[config.mk]
export PLATFORM = sky130hd
export DESIGN_NAME = pipe_stage_reg
export DESIGN_NICKNAME = d
export VERILOG_FILES = /design/src/rtl/pipe_stage_reg.sv
export SDC_FILE = /design/constraint.sdc
export NUM_CORES = 1
export LEC_CHECK = 0
export CAP_MARGIN = 20
export CORE_MARGIN = 2
export CORE_UTILIZATION = 43
export DETAILED_ROUTE_END_ITERATION = 6
export PLACE_DENSITY = 0.73
export SLEW_MARGIN = 20
export SYNTH_ARGS = -nofsm -noshare
export SYNTH_HDL_FRONTEND = slang
export SYNTH_SLANG_ARGS = --single-unit
[constraint.sdc]
create_clock -name CLK -period 1.71 [get_ports CLK]
set_input_delay 0.513 -clock CLK [delete_from_list [all_inputs] [get_ports CLK]]
set_output_delay 0.513 -clock CLK [all_outputs]
set_load 0.01 [all_outputs]
[src/rtl/pipe_stage_reg.sv]
// Pipeline stage register with valid/ready handshake and a one-entry skid buffer.
// It keeps full throughput under back-pressure and uses FLUSH to insert a bubble.
module pipe_stage_reg #(
  parameter int unsigned      WIDTH       = 16,
  parameter logic [WIDTH-1:0] RESET_VALUE = '0,
  parameter logic [WIDTH-1:0] NOP_VALUE   = '0
) (
  input  logic             CLK,
  input  logic             RST,
  input  logic             FLUSH,
  input  logic             IN_VALID,
  output logic             IN_READY,
  input  logic [WIDTH-1:0] Din,
  output logic             OUT_VALID,
  input  logic             OUT_READY,
  output logic [WIDTH-1:0] Dout,
  output logic [1:0]       OCC
);

  typedef enum logic [1:0] {
    EMPTY = 2'b00,
    HALF  = 2'b01,
    FULL  = 2'b10
  } state_t;

  typedef enum logic [1:0] {
    SEL_HOLD = 2'b00,
    SEL_DIN  = 2'b01,
    SEL_SKID = 2'b10,
    SEL_NOP  = 2'b11
  } dout_sel_t;

  state_t           state_p0, state_d;
  dout_sel_t        dout_sel;
  logic             skid_ld;
  logic             in_xfer, out_xfer;
  logic [WIDTH-1:0] dout_p0, skid_p0;

  // Handshake outputs come only from the state register, so OUT_READY never
  // reaches IN_READY combinationally.
  always_comb begin
    OUT_VALID = 1'b0;
    IN_READY  = 1'b0;
    OCC       = 2'd0;
    case (state_p0)
      EMPTY:   begin OUT_VALID = 1'b0; IN_READY = 1'b1; OCC = 2'd0; end
      HALF:    begin OUT_VALID = 1'b1; IN_READY = 1'b1; OCC = 2'd1; end
      FULL:    begin OUT_VALID = 1'b1; IN_READY = 1'b0; OCC = 2'd2; end
      default: begin OUT_VALID = 1'b0; IN_READY = 1'b0; OCC = 2'd0; end
    endcase
  end

  assign in_xfer  = IN_VALID & IN_READY;
  assign out_xfer = OUT_VALID & OUT_READY;

  always_comb begin
    state_d  = state_p0;
    dout_sel = SEL_HOLD;
    skid_ld  = 1'b0;
    if (FLUSH) begin
      state_d  = EMPTY;
      dout_sel = SEL_NOP;
    end else begin
      case (state_p0)
        EMPTY: begin
          if (in_xfer) begin
            dout_sel = SEL_DIN;
            state_d  = HALF;
          end
        end
        HALF: begin
          if (in_xfer && out_xfer) begin
            dout_sel = SEL_DIN;
          end else if (in_xfer) begin
            skid_ld = 1'b1;
            state_d = FULL;
          end else if (out_xfer) begin
            state_d = EMPTY;
          end
        end
        FULL: begin
          if (out_xfer) begin
            dout_sel = SEL_SKID;
            state_d  = HALF;
          end
        end
        default: state_d = EMPTY;
      endcase
    end
  end

  // Stage p0: control state and payload registers
  always_ff @(posedge CLK or posedge RST) begin
    if (RST) state_p0 <= EMPTY;
    else     state_p0 <= state_d;
  end

  always_ff @(posedge CLK or posedge RST) begin
    if (RST) begin
      dout_p0 <= RESET_VALUE;
      skid_p0 <= RESET_VALUE;
    end else begin
      case (dout_sel)
        SEL_DIN:  dout_p0 <= Din;
        SEL_SKID: dout_p0 <= skid_p0;
        SEL_NOP:  dout_p0 <= NOP_VALUE;
        default:  dout_p0 <= dout_p0;
      endcase
      if (skid_ld) skid_p0 <= Din;
    end
  end

  assign Dout = dout_p0;

endmodule
Word-level counts from Yosys, hierarchy flattened --
Cells that the tools add are included.
Word-level totals: bits in latches 0, word-level logic and storage cells 40, bits in read-only memories 0, output and inout port bits 20, RAM bits 0, register bits 34, bits of input ports 21, memories kept 0
Operators by class: bitwise gates (word level) 2, $mul 0, div/mod/pow operators 0, shift operators 0, reduce and logical (&&, ||, !) cells 6, equality and inequality tests 9, add/subtract/negate cells 0, $lt $le $gt $ge 0, multiplexer cells 20
Operators by type and width (number):
- $pmux 16 s3 | 1
- $mux 2 | 8
- $pmux 2 s3 | 2
- $ne 3x3->1 const B | 3
- $mux 1 | 8
- $eq 2x2->1 const B | 3
- $eq 2x1->1 const B | 2
- $ne 4x4->1 const B | 1
- $pmux 2 s2 | 1
- $reduce_and 4->1 | 1
- $reduce_or 2->1 | 2
- $reduce_bool 3->1 | 1
- $and 1x1->1 | 2
- $logic_not 2->1 | 1
- $logic_and 1x1->1 | 1

Longest topological paths before layout --
Gate-level depths: netlist (run 1).
depth after elaboration 10, gate-level depth with buffers 7, mapped depth without buffers 6

Least setup slack after synthesis (run 1) --
Ideal clock, no wire load.
path kind register -> register, from reg state_p0[0], to reg skid_p0[0], stages on the path, launching flop included 7, path slack -0.243 ns, arrival time 1.828 ns, data required time 1.585 ns, library setup time 0.125 ns, buffers on the path 1, period minus slack after synthesis 1.953 ns, cell sequence dfrtp_1 -> inv_1 -> ha_1 -> nand2_1 -> nor3b_4 -> buf_4 -> mux2_2
On the way: cells in the longest elaborated chain, start to end 8, elaborated cells on any way between the ends 14, those cells by class eq/ne (2); mux (6); bitwise (2); reduce/logical (4)
RTL lines:
- start, declared | line 33 | state_t state_p0, state_d;
- start signal, assigned | line 95 | else state_p0 <= state_d;
- $eq 2x2->1 / $eq 2x1->1 (equally long branches) | line 45 | case (state_p0)
- $reduce_or 2->1 (no line) *
- $mux 1 * | line 45
- via OUT_VALID | line 14 | output logic OUT_VALID,
- $and 1x1->1 * | line 54 | assign out_xfer = OUT_VALID & OUT_READY;
- $logic_and 1x1->1 * | line 72 | if (in_xfer && out_xfer) begin
- $mux 1 * | line 72
- $mux 1 * | line 64 | case (state_p0)
- $mux 1 * | line 60 | if (FLUSH) begin
- end signal, assigned | line 109 | if (skid_ld) skid_p0 <= Din;
- end, declared | line 37 | logic [WIDTH-1:0] dout_p0, skid_p0;
Mark *: on every way through the listed nets, which the timed path passes. The rest lies on a longest branch. A chain may end at the register's enable or synchronous reset.

Worst setup path after layout (run 1) --
from reg state_p0[0], to out IN_READY
On the way: cells in the longest elaborated chain, start to end 3, elaborated cells on any way between the ends 4, those cells by class eq/ne (1); mux (1); reduce/logical (2)
RTL lines:
- $eq 2x1->1 / $logic_not 2->1 (equally long branches) | line 45
- $reduce_or 2->1 (no line) *
- $mux 1 * | line 45
- end, declared | line 12 | output logic IN_READY,
Every way passes the cells marked *; elsewhere a longest branch is shown, timed or not.

==> impl_results.md, run 1 <==
* Crit start category: flop
* CTS Buf Count at 5
* DRT iter0 DRCs at 36
* Worst Reg-to-Reg Cells at 6
* PnR worst setup slack at -133 ps
* Die area at 0.00465 mm^2
* Post-synthesis simple-gate area fraction at 11.8%
* Mapped cell area at 0.00177 mm^2
* Critical Path AT at 1330 ps
* Synth Warn # at 0
* Power per cell area at 1040 mW/mm^2
* Clock Skew at 3.81 ps
* Synth cell types at 24
* TNS Setup at -2420 ps
* CP Capture Type: output pin
* N_diodes at 0
* Initial Utilization at 44.6%
* Pins Over Slew Limit at 0
* Vias per inst at 5.01
* Flops & latches, synth at 34
* Die Y-Extent at 68.2 um
* H-Tree Depth at 2
* Finished Core Util at 66.9%
* Final Cycle Share at 108%
* Syn Nets at 176
* Fin. Hold Viols at 0
* Share of layout cells above drive strength 1 at 40.1%
* Maxcap violations at 0
* Post-Synth Adder-Cell Area at 4.23%
* Area growth, synth to finish at 49.8%
* Pin count of the biggest net entering global routing at 35
* Ys async rst share at 100%
* Fin nets at 238
* Max FO, Critical Path at 3
* Final routed DRC violation total at 0
* Post-synthesis mux area share at 29.4%
* Relative slew margins at 80.4%
* Final Critical Period at 1840 ps
* Antenna-violating nets left at 0
* HPWL Detailed at 2.68 mm
* CTS tree: yes
* Failing checks: setup timing
* Synth Area per Inst at 11.9 um^2
* Leak Pwr at 1.48 nW
* Sequential fraction of the synthesis area at 48.0%
* Vias in the first global route at 1295
* Drt first pass iters at 4
* Post-synth EDFFs at 0
* Hold Crit Class: flop to flop
* Final setup violation count at 36
* Power, Total at 2.77 mW
* Post-route cell area at 0.00266 mm^2
* WP data required at 1200 ps
* Port Buffers at 40
* Vias at 1312
* Post-CTS Hold Buffers at 0
* CTS sink count at 34
* Max Root-Sink Buffers at 2
* Hold_ws at 497 ps
* Synth Area in XOR/XNOR at 0%
* Congestion Overflow GR at 0
* Worst-margin pin slew at 294 ps
* DP Area at 0.00236 mm^2
* Largest family of logic cells by synthesized area: multiplexers
* VDD IR max at 0.000600 V
* Unrepaired setup endpoints after global routing: yes
* Compound-gate portion of the synthesized area at 3.18%
* GPL Wtd Cong at 0.805
* FP Rows at 23
* I/O pin cnt at 41
* Min-Delay Path Depth at 1
* First-pass GRT wire length at 6.08 mm
* Status: complete, but fails checks
* Routed len/inst at 15.6 um
* Root Buffer: clkbuf_8
* CTS clk-pin slew, worst paths at 70 ps
* Cells after synthesis at 149
* Initial antenna violation count at 0
* Placeable Area at 0.00397 mm^2
* Worst-Skew Late Latency at 280 ps
* Fmax at 543 MHz
* GRT Overall Usage at 18.1%
* Die width at 68.2 um
* Final wirelength at 4.09 mm
* Crit Path Category: flop to output pin
* Synth Flop Type: dfrtp_1
==> where the power goes <==
| part | leakage (nW) | switching, mW | internal [mW] | total, mW |
|---|---|---|---|---|
| Sequential | 0.434 | 0.121 | 1.04 | 1.16 |
| Clock | 0.0482 | 0.281 | 0.325 | 0.606 |
| Combinational | 1.00 | 0.392 | 0.609 | 1.00 |
==> kinds of logic (layout without fill, tap and decap cells) <==
kind of cell / count (synthesis) / count (layout)
buf+inv: 11 / 74
fa+ha+maj: 6 / 6
flops: 34 / 34
compound gates: 7 / 7
mux: 48 / 48
simple gates: 43 / 43
==> timing repair <==
item | 4_1_cts | 5_1_grt
cloned | 1 | 0
resized for setup | 32 | 37
pin swaps | 2 | 10
endpoints found under the setup margin | 42 | 47
buffers inserted | 0 | 6
==> critical path: stages, from the launching register on <==
cell,delay [ps]
dfrtp_1,410
buf_4,150
ha_4,150
or2_4,220
buf_6,120
==> registers in the layout (all words and copies together), names as in the netlist <==
signal    cells
Dout         16
skid_p0      16
state_p0      2
==> cell usage in the layout (no fill, tap or decap), drive strengths merged, types with 2 or more instances in the layout <==
cell type / instances
dfrtp: 34
mux2: 32
buf: 26
clkdlybuf4s50: 19
nor2: 19
nand2: 18
mux2i: 16
dlymetal6s2s: 10
dlygate4sd2: 7
clkbuf: 7
ha: 6
inv: 4
o21ai: 2
==> metrics by stage <==
stage | instances | worst slack [ps]
after floorplan | 149 | -143
after global placement | 247 | -434
after detailed placement | 247 | -497
after CTS | 256 | -161
after global routing | 262 | -179
final | 262 | -133
==> layer usage <==
layer | share of wire, % | track usage [%] | up-vias
li1 | - | - | 632
met5 | 0 | 0 | -
met4 | 0.98 | 6.75 | 0
met2 | 51 | 29.5 | 29
met3 | 4.7 | 4.93 | 5
met1 | 44 | 23.1 | 646
==> worst paths after layout <==
kind | start | endpoint | slack [ps]
worst min register to register | skid_p0[7] | skid_p0[7] | 500
worst max register to register | state_p0[1] | state_p0[0] | -120
min in group asynchronous | RST | skid_p0[6] | 580
worst min-delay path | skid_p0[7] | skid_p0[7] | 500
max in group asynchronous | RST | state_p0[0] | 940
worst max-delay path | state_p0[0] | IN_READY | -130
==> cell type report <==
class	count	area (um^2)
fillers	306	1320
multi-input cells	104	993
flip-flops and latches	34	851
repair buffers	62	643
clock buffers	7	86.3
well taps	50	62.6
inverters	4	15.0
clock inverters	1	5.00
==> synth_stat cells, types with 2 or more instances <==
cell / number / area, um^2
dfrtp_1: 34 / 851
mux2_2: 31 / 349
nor2_1: 19 / 71.3
nand2_1: 18 / 67.6
mux2i_1: 16 / 160
ha_1: 6 / 75.1
inv_1: 4 / 15.0
buf_4: 3 / 22.5
clkbuf_1: 2 / 7.51
o21ai_0: 2 / 10.0
Power figures use the tool's default switching activity.
==> run 2: changes to the inputs <==
CORE_MARGIN = default   (was 2)
PLACE_DENSITY = 0.7   (was 0.73)
clock period = 2 ns   (was 1.71 ns; I/O delays follow)
==> impl_results.md, run 2 (synthesis results as in run 1) <==
* Part of the power in registers at 44.7% (+2.7 points)
* Unrepaired setup endpoints after global routing: no
* Maxcap violations at 0 (unchanged)
* Drt first pass iters at 4 (unchanged)
* Status: completed
* Pins Over Slew Limit at 0 (unchanged)
* Slowest CP cell: dfrtp_1
* GRT Overall Usage at 18.5% (+0.37 points)
* Initial Utilization at 46.7% (+2.0 points)
* Routed len/inst at 14.5 um (-6.9%)
* Leak Pwr at 1.23 nW (-17%)
* DRT iter0 DRCs at 153 (+330%)
* Worst-Skew Late Latency at 280 ps (about the same)
* Most frequent cells in the layout: 34 x dfrtp_1, 34 x clkdlybuf4s50_1, 31 x mux2_2
* Busiest grt layer: met2
* Crit Path Category: flop to output pin
* Max Root-Sink Buffers at 2 (unchanged)
* Die Y-Extent at 66.2 um (-2.9%)
* Cell internal pwr at 1.61 mW (-18%)
* N_diodes at 0 (unchanged)
* Crit-path leading delay family: buffers and inverters
* Grt met1 use at 22.1% (-0.90 points)
* CP Capture Type: output pin
* Grt met2 use at 30.9% (+1.4 points)
* Final setup violation count at 0 (-100%)
* Hold_ws at 508 ps (+11.5 ps)
* Met3 usage at 6.03% (+1.1 points)
* Area growth, synth to finish at 37.6%
* Initial antenna violation count at 0 (unchanged)
* Final routed DRC violation total at 0 (unchanged)
* HPWL Detailed at 2.56 mm (-4.8%)
* TNS Setup at 0 ps (+2420 ps)
* Vias at 1301 (-0.84%)
* Power per cell area at 916 mW/mm^2 (-12%)
* FP Rows at 22 (-4.3%)
* Critical Path AT at 1350 ps (+20 ps)
* CP bufs+invs at 2 (unchanged)
* Power, Total at 2.24 mW (-19%)
* Final Cycle Share at 97.3%
* Sw Share at 27.8% (-0.90 points)
* VDD IR max at 0.000531 V (-12%)
* Comb pwr share at 32.6% (-3.6 points)
* First-pass GRT wire length at 5.99 mm (-1.5%)
* Vias per inst at 5.10 (+1.9%)
* CP cell instances: buf_4 > ha_1 > dlygate4sd2_1
* Filler cells at 310 (+1.3%)
* Share of layout cells above drive strength 1 at 30.9% (-9.2 points)
* Fin nets at 233 (-2.1%)
* I/O pin cnt at 41 (unchanged)
* Die width at 66.2 um (-2.9%)
* CTS sink count at 34 (unchanged)
* Crit start category: flop
* Switch Pwr at 0.621 mW (-22%)
* CTS clk-pin slew, worst paths at 70 ps (about the same)
* Relative slew margins at 82.4% (+2.1 points)
* Clock power share at 22.7% (+0.8 points)
* H-Tree Depth at 2 (unchanged)
* GPL Wtd Cong at 0.756 (-6.1%)
* Vias in the first global route at 1304 (+0.69%)
* CTS tree: yes
* Port Buffers at 40 (unchanged)
* Die area at 0.00438 mm^2 (-5.8%)
* Placeable Area at 0.00380 mm^2 (-4.3%)
* Fmax at 514 MHz
* Congestion Overflow GR at 0 (unchanged)
* Max FO, Critical Path at 4 (+1)
* Hold Crit Class: flop to flop
* Final Critical Period at 1950 ps
* Root Buffer: clkbuf_8
* CP peak stage delay at 420 ps (about the same)
* Antenna-violating nets left at 0 (unchanged)
* Pin count of the biggest net entering global routing at 32 (-8.6%)
* CTS Buf Count at 5 (unchanged)
* Sequential cell area at 851 um^2 (unchanged)
* Final wirelength at 3.70 mm (-9.4%)
* Area taken by multi-input logic gates at 873 um^2 (-12%)
* Worst-margin pin slew at 260 ps (-34.4 ps)
* Clock Skew at 6.34 ps (+2.53 ps)
* WP data required at 1400 ps (+200 ps)
* Fin. Hold Viols at 0 (unchanged)
run 2: changes by cell type in the layout (fill, tap and decap cells not counted), sizes merged:
cell           change
clkdlybuf4s50     +15
buf                -8
dlymetal6s2s       -8
dlygate4sd2        -4
run 2: metal layers:
layer	up-vias	part of all wire (%)
met5	-	0
met4	0	1.3
met3	4	5.8
met2	37	49
met1	639	44
li1	621	-
run 2: worst reg2reg max path, cell delays in order (launching register included):
cell,delay (ps)
dfrtp_1,400
inv_2,70
ha_4,280
buf_4,110
nand2_1,70
a22o_1,230
or4_1,490
a21oi_1,170
run 2: per-stage QoR:
stage | setup WS [ps] | instances | instance area (um^2) | utilization, %
after floorplan | 46.8 | 149 | 1770 | -
after global placement | -154 | 247 | 2340 | 61.6
after detailed placement | -238 | 247 | 2340 | 61.6
after CTS | 27.8 | 255 | 2430 | 64.1
after global routing | 3.99 | 255 | 2440 | 64.2
final | 53.4 | 255 | 2440 | 64.2
run 2: final timing paths:
| check | depth (start not counted) | endpoint | startpoint | slack, ps |
|---|---|---|---|---|
| max | 3 | OCC[0] | state_p0[0] | 50 |
| min | 1 | skid_p0[12] | skid_p0[12] | 510 |
| max reg2reg | 7 | state_p0[0] | state_p0[0] | 110 |
| min reg2reg | 1 | skid_p0[12] | skid_p0[12] | 510 |
| max in group asynchronous | 3 | skid_p0[7] | RST | 1130 |
| min in group asynchronous | 3 | Dout[4] | RST | 660 |
run 2: layout make-up:
cell class	count	area share [%]
sequential	34	34.9
clock buffer	7	3.54
clock inverter	1	0.205
multi-input combinational	104	35.8
timing repair buffer	57	22.5
inverter	4	0.615
tap	48	2.46
run 2: repair_timing:
item	in CTS	in global routing
gates resized for setup	8	4
buffers inserted	0	0
endpoints found under the setup margin	4	4
pin swaps	0	0
endpoints found under the hold margin	0	0
hold buffers	0	0
run 2: power groups by stage:
stage | registers [mW] | logic (mW) | clock network [mW]
floorplan | 0.997 | 0.424 | 0
global placement | 0.990 | 0.705 | 0
detailed placement | 1.01 | 0.733 | 0
CTS | 0.994 | 0.732 | 0.527
global route | 1.02 | 0.793 | 0.557
finish | 0.999 | 0.729 | 0.508
==> run 3: changes to the inputs <==
CORE_UTILIZATION = 45   (was 43)
PLACE_DENSITY = 0.73   (was 0.7)
==> impl_results.md, run 3 (synthesis results as in run 1) <==
* Worst-Skew Late Latency at 280 ps (about the same)
* HPWL Detailed at 2.58 mm (+0.99%)
* DRT iter0 DRCs at 18 (-88%)
* CTS clk-pin slew, worst paths at 70 ps (about the same)
* Critical Path AT at 1350 ps (about the same)
* Fin nets at 232 (-0.43%)
* Die width at 64.8 um (-2.2%)
* Crit Path Category: flop to output pin
* Die Y-Extent at 64.8 um (-2.2%)
* Vias in the first global route at 1430 (+9.7%)
* Final setup violation count at 0 (unchanged)
* Unrepaired setup endpoints after global routing: yes
* Share of layout cells above drive strength 1 at 30.6% (-0.34 points)
* FP Rows at 22 (unchanged)
* CTS sink count at 34 (unchanged)
* Fin. Hold Viols at 0 (unchanged)
* Placed cell count at 246 (-0.40%)
* Max Root-Sink Buffers at 2 (unchanged)
* Vias per inst at 5.16 (+1.1%)
* Die area at 0.00420 mm^2 (-4.3%)
* Status: completed
* Initial Utilization at 47.7% (+1.0 points)
* WL met1 at 1.65 mm (+1.7%)
* CP Capture Type: output pin
* Congestion Overflow GR at 0 (unchanged)
* H-Tree Depth at 2 (unchanged)
* Port Buffers at 40 (unchanged)
* Power per cell area at 942 mW/mm^2 (+2.8%)
* Root Buffer: clkbuf_8
* Drt first pass iters at 4 (unchanged)
* WP data required at 1400 ps (about the same)
* Vias at 1310 (+0.69%)
* Post-route cell area at 0.00244 mm^2 (+0.20%)
* Pin count of the biggest net entering global routing at 35 (+9.4%)
* Fmax at 513 MHz (-0.15%)
* CTS Buf Count at 5 (unchanged)
* Area growth, synth to finish at 37.9%
* First-pass GRT wire length at 6.38 mm (+6.6%)
* Filler cells at 301 (-2.9%)
* VDD IR max at 0.000556 V (+4.8%)
* Antenna-violating nets left at 0 (unchanged)
* DP Area at 0.00234 mm^2 (+0.21%)
* Met2 WL at 1.88 mm (+3.3%)
* Setup Buffers After CTS at 0 (unchanged)
* Leak Pwr at 1.21 nW (-1.3%)
* Hold_ws at 511 ps (+2.76 ps)
* Maxcap violations at 0 (unchanged)
* Final Critical Period at 1950 ps (+2.93 ps)
* Relative slew margins at 71.5% (-11 points)
* Final Cycle Share at 97.5% (+0.15 points)
* Top Layer Used: met4
* Commonest non-fill, non-tap cell in the layout: clkdlybuf4s50_1
* CTS tree: yes
* Final routed DRC violation total at 0 (unchanged)
* N_diodes at 0 (unchanged)
* Initial antenna violation count at 0 (unchanged)
* Max FO, Critical Path at 3 (-1)
* GPL Wtd Cong at 0.810 (+7.1%)
* Crit start category: flop
* Hold Crit Class: flop to flop
* Final wirelength at 3.73 mm (+0.81%)
* Final non-filler cell total at 254 (-0.39%)
* Worst-margin pin slew at 428 ps (+168 ps)
* DR WL met3 at 152 um (-29%)
* I/O pin cnt at 41 (unchanged)
* Most frequent cells in the layout: 36 x clkdlybuf4s50_1, 34 x dfrtp_1, 31 x mux2_2
* Routed len/inst at 14.7 um (+1.2%)
* Clock Skew at 5.74 ps (-0.600 ps)
* Post-CTS Hold Buffers at 0 (unchanged)
* GRT Overall Usage at 20.5% (+2.0 points)
* Pins Over Slew Limit at 0 (unchanged)
* Finished Core Util at 65.8% (+1.6 points)
* Placeable Area at 0.00372 mm^2 (-2.2%)
## run 3: worst max-delay path, stage by stage, from the launching register on
cell	delay, ps
dfrtp_1	370
inv_1	60
ha_1	210
or2_2	290
buf_2	140
## run 3: stage by stage
| stage | total power, mW | worst slack, ps | TNS, ps |
|---|---|---|---|
| global route | 2.43 | -19.6 | -29.4 |
| CTS | 2.33 | 32.4 | 0 |
| floorplan | 1.42 | 46.8 | 0 |
| finish | 2.30 | 50.5 | 0 |
| detailed placement | 1.75 | -213 | -5330 |
| global placement | 1.70 | -154 | -4420 |
## run 3: routing by layer
layer  GRT usage, %  vias to the layer above
met5              0                        -
met4           8.89                        0
met3           4.75                        6
met2           35.8                       29
met1           23.7                      655
li1               -                      620
## run 3: final timing paths
kind | start | endpoint | slack (ps) | depth (start not counted)
hold reg to reg | skid_p0[11] | skid_p0[11] | 510 | 1
hold / removal | skid_p0[11] | skid_p0[11] | 510 | 1
max in group asynchronous | RST | Dout[10] | 970 | 3
setup reg to reg | state_p0[0] | Dout[3] | 90 | 8
setup / recovery | state_p0[0] | IN_READY | 50 | 4
min in group asynchronous | RST | Dout[1] | 710 | 3
## run 3: power breakdown
part,leakage [nW],internal (mW),switching (mW)
registers,0.434,0.891,0.110
clock network,0.0575,0.348,0.237
logic,0.723,0.438,0.278
## run 3: cell type report
class | instances | area [um^2] | share of cell area [%]
Clock buffer | 8 | 110 | 4.50
Inverter | 4 | 15.0 | 0.614
Multi-Input combinational cell | 104 | 863 | 35.3
Sequential cell | 34 | 851 | 34.8
Tap cell | 48 | 60.1 | 2.46
Timing Repair Buffer | 56 | 546 | 22.3
## run 3: timing repair
item / CTS / global route
setup endpoints to repair: 4 / 3
pin swaps: 0 / 0
resized for setup: 7 / 3
==> patch 1, RTL diff (settings of run 3) <==
Encoding of `state_t`: now one-hot (3 bits for 3 states).
--- a/src/rtl/pipe_stage_reg.sv
+++ b/src/rtl/pipe_stage_reg.sv
@@ -17,10 +17,10 @@
   output logic [1:0]       OCC
 );
 
-  typedef enum logic [1:0] {
-    EMPTY = 2'b00,
-    HALF  = 2'b01,
-    FULL  = 2'b10
+  typedef enum logic [2:0] {
+    EMPTY = 3'b001,
+    HALF  = 3'b010,
+    FULL  = 3'b100
   } state_t;
 
   typedef enum logic [1:0] {
Check against the original RTL: same outputs for any inputs over 10 cycles, from zero or initial values and one cycle with RST high; not proved beyond that.
==> patch 1 against run 3 <==
  * Via count shrank 14%
  * Routed wire length shrank 13%
  * Critical path depth unchanged
  * Synthesized area fell by 7.7%
  * Non-clock buffer count grew 4
  * Setup slack gained 0.0033 ns
  * Cell area is 8.2% lower
  * Sequential cell count rose by 1
  * Critical endpoint unchanged
  * Largest cell class is now flip-flops and latches
Power is not compared: it rests on default switching activity, and its combinational part moved more than twofold at a synthesized area within 25%.
==> patch 1: results (changes against run 3) <==
metric,value,unit,change
wire_per_inst,14.6,microns,-0.96%
reg2reg_depth,4,,-4
grt.met3_usage,4.04,%,-0.71 points
crit_path_end,IN_READY,,
regToRegStartpoint,state_p0[0]$_DFFE_PP1P_,,
r2r_slack,0.21,ns,+0.12 ns
viasPerCell,5.06,,-1.8%
r2r-end,skid_p0[3]$_DFFE_PP0P_,,
post_cts_resized,17,,+10
route.met3.wl,114,microns,-25%
clk_pin_slew_worst_paths,0.10,ns,+0.03 ns
dr_wl_met2,1550,microns,-17%
max_slew.worst_pin.slew,0.311,ns,-0.117 ns
dpl_worst_slack,-0.258,ns,-0.0454 ns
outcome,"complete, no violations",,
synth_nets,136,,-23%
wl_met1,1520,microns,-7.8%
clk_latency,0.33,ns,+0.05 ns
grt_max_degree,25,,-29%
p_sw,367,uW,
synth.distinct_cells,28,,+17%
synth_xor_area_share,0.535,%,+0.54 points
grt_first_pass_wirelength,5760,microns,-9.7%
hpwl,2400,microns,-7.1%
placed_cell_area,2210,sq um,-5.8%
top_layer_used,met4,,
synth.area.mux_share,22.9,%,-6.5 points
synthTopCellsByArea,"dfrtp_1, mux2i_1, o2bb2ai_1, mux2_4, mux2_2",,
synth_compound_area_share,11.8,%,+8.6 points
use_met1,25.9,%,+2.2 points
max_freq,0.514,GHz,+0.17%
grt.met2_usage,31.0,%,-4.8 points
cp_slowest_cell,dfstp_2,,
syn_area_per_cell,14.2,sq um,+20%
synthAdderAreaFrac,0,%,-4.2 points
holdWs,0.514,ns,+0.00304 ns
clock_skew,0.0113,ns,+0.00555 ns
root_buffer,clkbuf_4,,
fin_nets,197,,-15%
==> patch 1: final cells by class <==
class,count,area (sq um)
Fill cell,282,1170
Sequential cell,35,877
Multi-Input combinational cell,71,693
Timing Repair Buffer,60,556
Tap cell,46,57.6
Clock buffer,7,45.0
Inverter,3,11.3
Clock inverter,1,5.00
==> patch 1: worst min-delay path by stage <==
| stage | from | to |
|---|---|---|
| 6_report | skid_p0[8]$_DFFE_PP0P_ | skid_p0[8]$_DFFE_PP0P_ |
| 5_1_grt | skid_p0[8]$_DFFE_PP0P_ | skid_p0[8]$_DFFE_PP0P_ |
| 4_1_cts | skid_p0[12]$_DFFE_PP0P_ | skid_p0[12]$_DFFE_PP0P_ |
| 3_5_place_dp | skid_p0[12]$_DFFE_PP0P_ | skid_p0[12]$_DFFE_PP0P_ |
| 3_3_place_gp | skid_p0[14]$_DFFE_PP0P_ | skid_p0[14]$_DFFE_PP0P_ |
| 2_1_floorplan | skid_p0[10]$_DFFE_PP0P_ | skid_p0[10]$_DFFE_PP0P_ |
==> patch 2, RTL diff (config.mk and constraints of run 3) <==
Made on the original files. `WIDTH`: 16 -> 14.
--- a/src/rtl/pipe_stage_reg.sv
+++ b/src/rtl/pipe_stage_reg.sv
@@ -1,7 +1,7 @@
 // Pipeline stage register with valid/ready handshake and a one-entry skid buffer.
 // It keeps full throughput under back-pressure and uses FLUSH to insert a bubble.
 module pipe_stage_reg #(
-  parameter int unsigned      WIDTH       = 16,
+  parameter int unsigned      WIDTH       = 14,
   parameter logic [WIDTH-1:0] RESET_VALUE = '0,
   parameter logic [WIDTH-1:0] NOP_VALUE   = '0
 ) (
Interface: changed (resized Din and Dout); port bits go from 41 to 37. The function was not compared with the original's and may differ.
==> patch 2 against run 3 <==
  * Cell area fell by 15%
  * Sequential cell count fell by 4
  * Synthesized area fell by 20%
  * Sequential power fell by 8%
  * Highest routed layer unchanged
  * Die area fell by 19%
  * Routed wire length fell by 14%
  * Total power rose by 1.4%
  * Global-route usage rose by 0.077 points
  * Setup slack improved by 0.011 ns
==> patch 2: results (changes against run 3) <==
metric,value,unit,change
clock_skew,0.00501,ns,-0.000731 ns
fin_nets,206,,-11%
holdWs,0.487,ns,-0.0237 ns
dpl_worst_slack,-0.205,ns,+0.00839 ns
grt_usage,20.6,%,+0.077 points
grt_max_degree,31,,-11%
grt.met2_usage,36.0,%,+0.15 points
grt.met3_usage,6.59,%,+1.8 points
outcome,"complete, no violations",,
min_to,Dout[3]$_DFFE_PP0P_,,
ir_drop,0.000523,V,-5.9%
max_slew.worst_pin.slew,0.376,ns,-0.0521 ns
cpPeakStageDelay,0.42,ns,+0.05 ns
synth_nets,145,,-18%
ys_seq_area_share,52.6,%,+4.6 points
combPwrFrac,40.1,%,+9.0 points
use_met1,24.7,%,+0.98 points
min_path_cells,2,,+1
place_congestion,0.775,,-4.3%
root_buffer,clkbuf_4,,
io_buffers,36,,-10%
r2r-end,state_p0[0]$_DFFE_PP0P_,,
viasPerCell,5.08,,-1.4%
grt_pass1_vias,1169,,-18%
synthTopCellsByArea,"dfrtp_1, mux2_2, mux2i_1, ha_1, o21ai_0",,
holdCritStartpoint,skid_p0[3]$_DFFE_PP0P_,,
placed_cell_area,1970,sq um,-16%
[patch 2: cell count changes after synthesis, moves of 2 or more]
cell      change
buf_4         -2
dfrtp_1       -4
mux2_2       -16
nand2_1       -3
nand2b_1      +2
nor2_1       -17
o21ai_0      +12
[patch 2: stage by stage]
step                power, mW  std cells
floorplan                1.40        120
global placement         1.76        216
detailed placement       1.81        216
CTS                      2.30        225
global route             2.46        226
finish                   2.33        226
[patch 2: routing by layer]
| layer | wire [microns] | up-vias |
|---|---|---|
| met5 | 0 | - |
| met4 | 29 | 0 |
| met3 | 159 | 4 |
| met2 | 1640 | 33 |
| met1 | 1370 | 571 |
| li1 | - | 541 |
[patch 2: worst max-delay path by stage]
stage,to,depth (start not counted),slack [ns]
6_report,OCC[0],3,0.06
5_1_grt,state_p0[0]$_DFFE_PP0P_,8,-0.005
4_1_cts,OCC[1],4,-0.0003
3_5_place_dp,skid_p0[2]$_DFFE_PP0P_,5,-0.20
3_3_place_gp,skid_p0[2]$_DFFE_PP0P_,5,-0.17
2_1_floorplan,Dout[0]$_DFFE_PP0P_,8,0.08
[patch 2: layout make-up]
cell class                 instances  area, sq um
fill                             233          943
sequential                        30          751
multi-input combinational         81          653
tap                               44         55.1
timing repair buffer              59          533
clock buffer                       5         37.5
clock inverter                     3         40.0
inverter                           4         15.0
[patch 2: logic make-up after synthesis]
kind of cell | Yosys count | synth area share, %
AND/OR/NAND/NOR | 25 | 8.07
adder cells (fa/ha/maj) | 6 | 5.26
buffers and inverters | 9 | 3.33
flip-flops | 30 | 52.6
multiplexers | 30 | 22.4
AO/OA/AOI/OAI | 20 | 8.33
[patch 2: what timing repair did]
item | in CTS | in global routing
buffers inserted | 1 | 1
pin swaps | 0 | 1
gates resized for setup | 11 | 11
endpoints found under the setup margin | 4 | 20
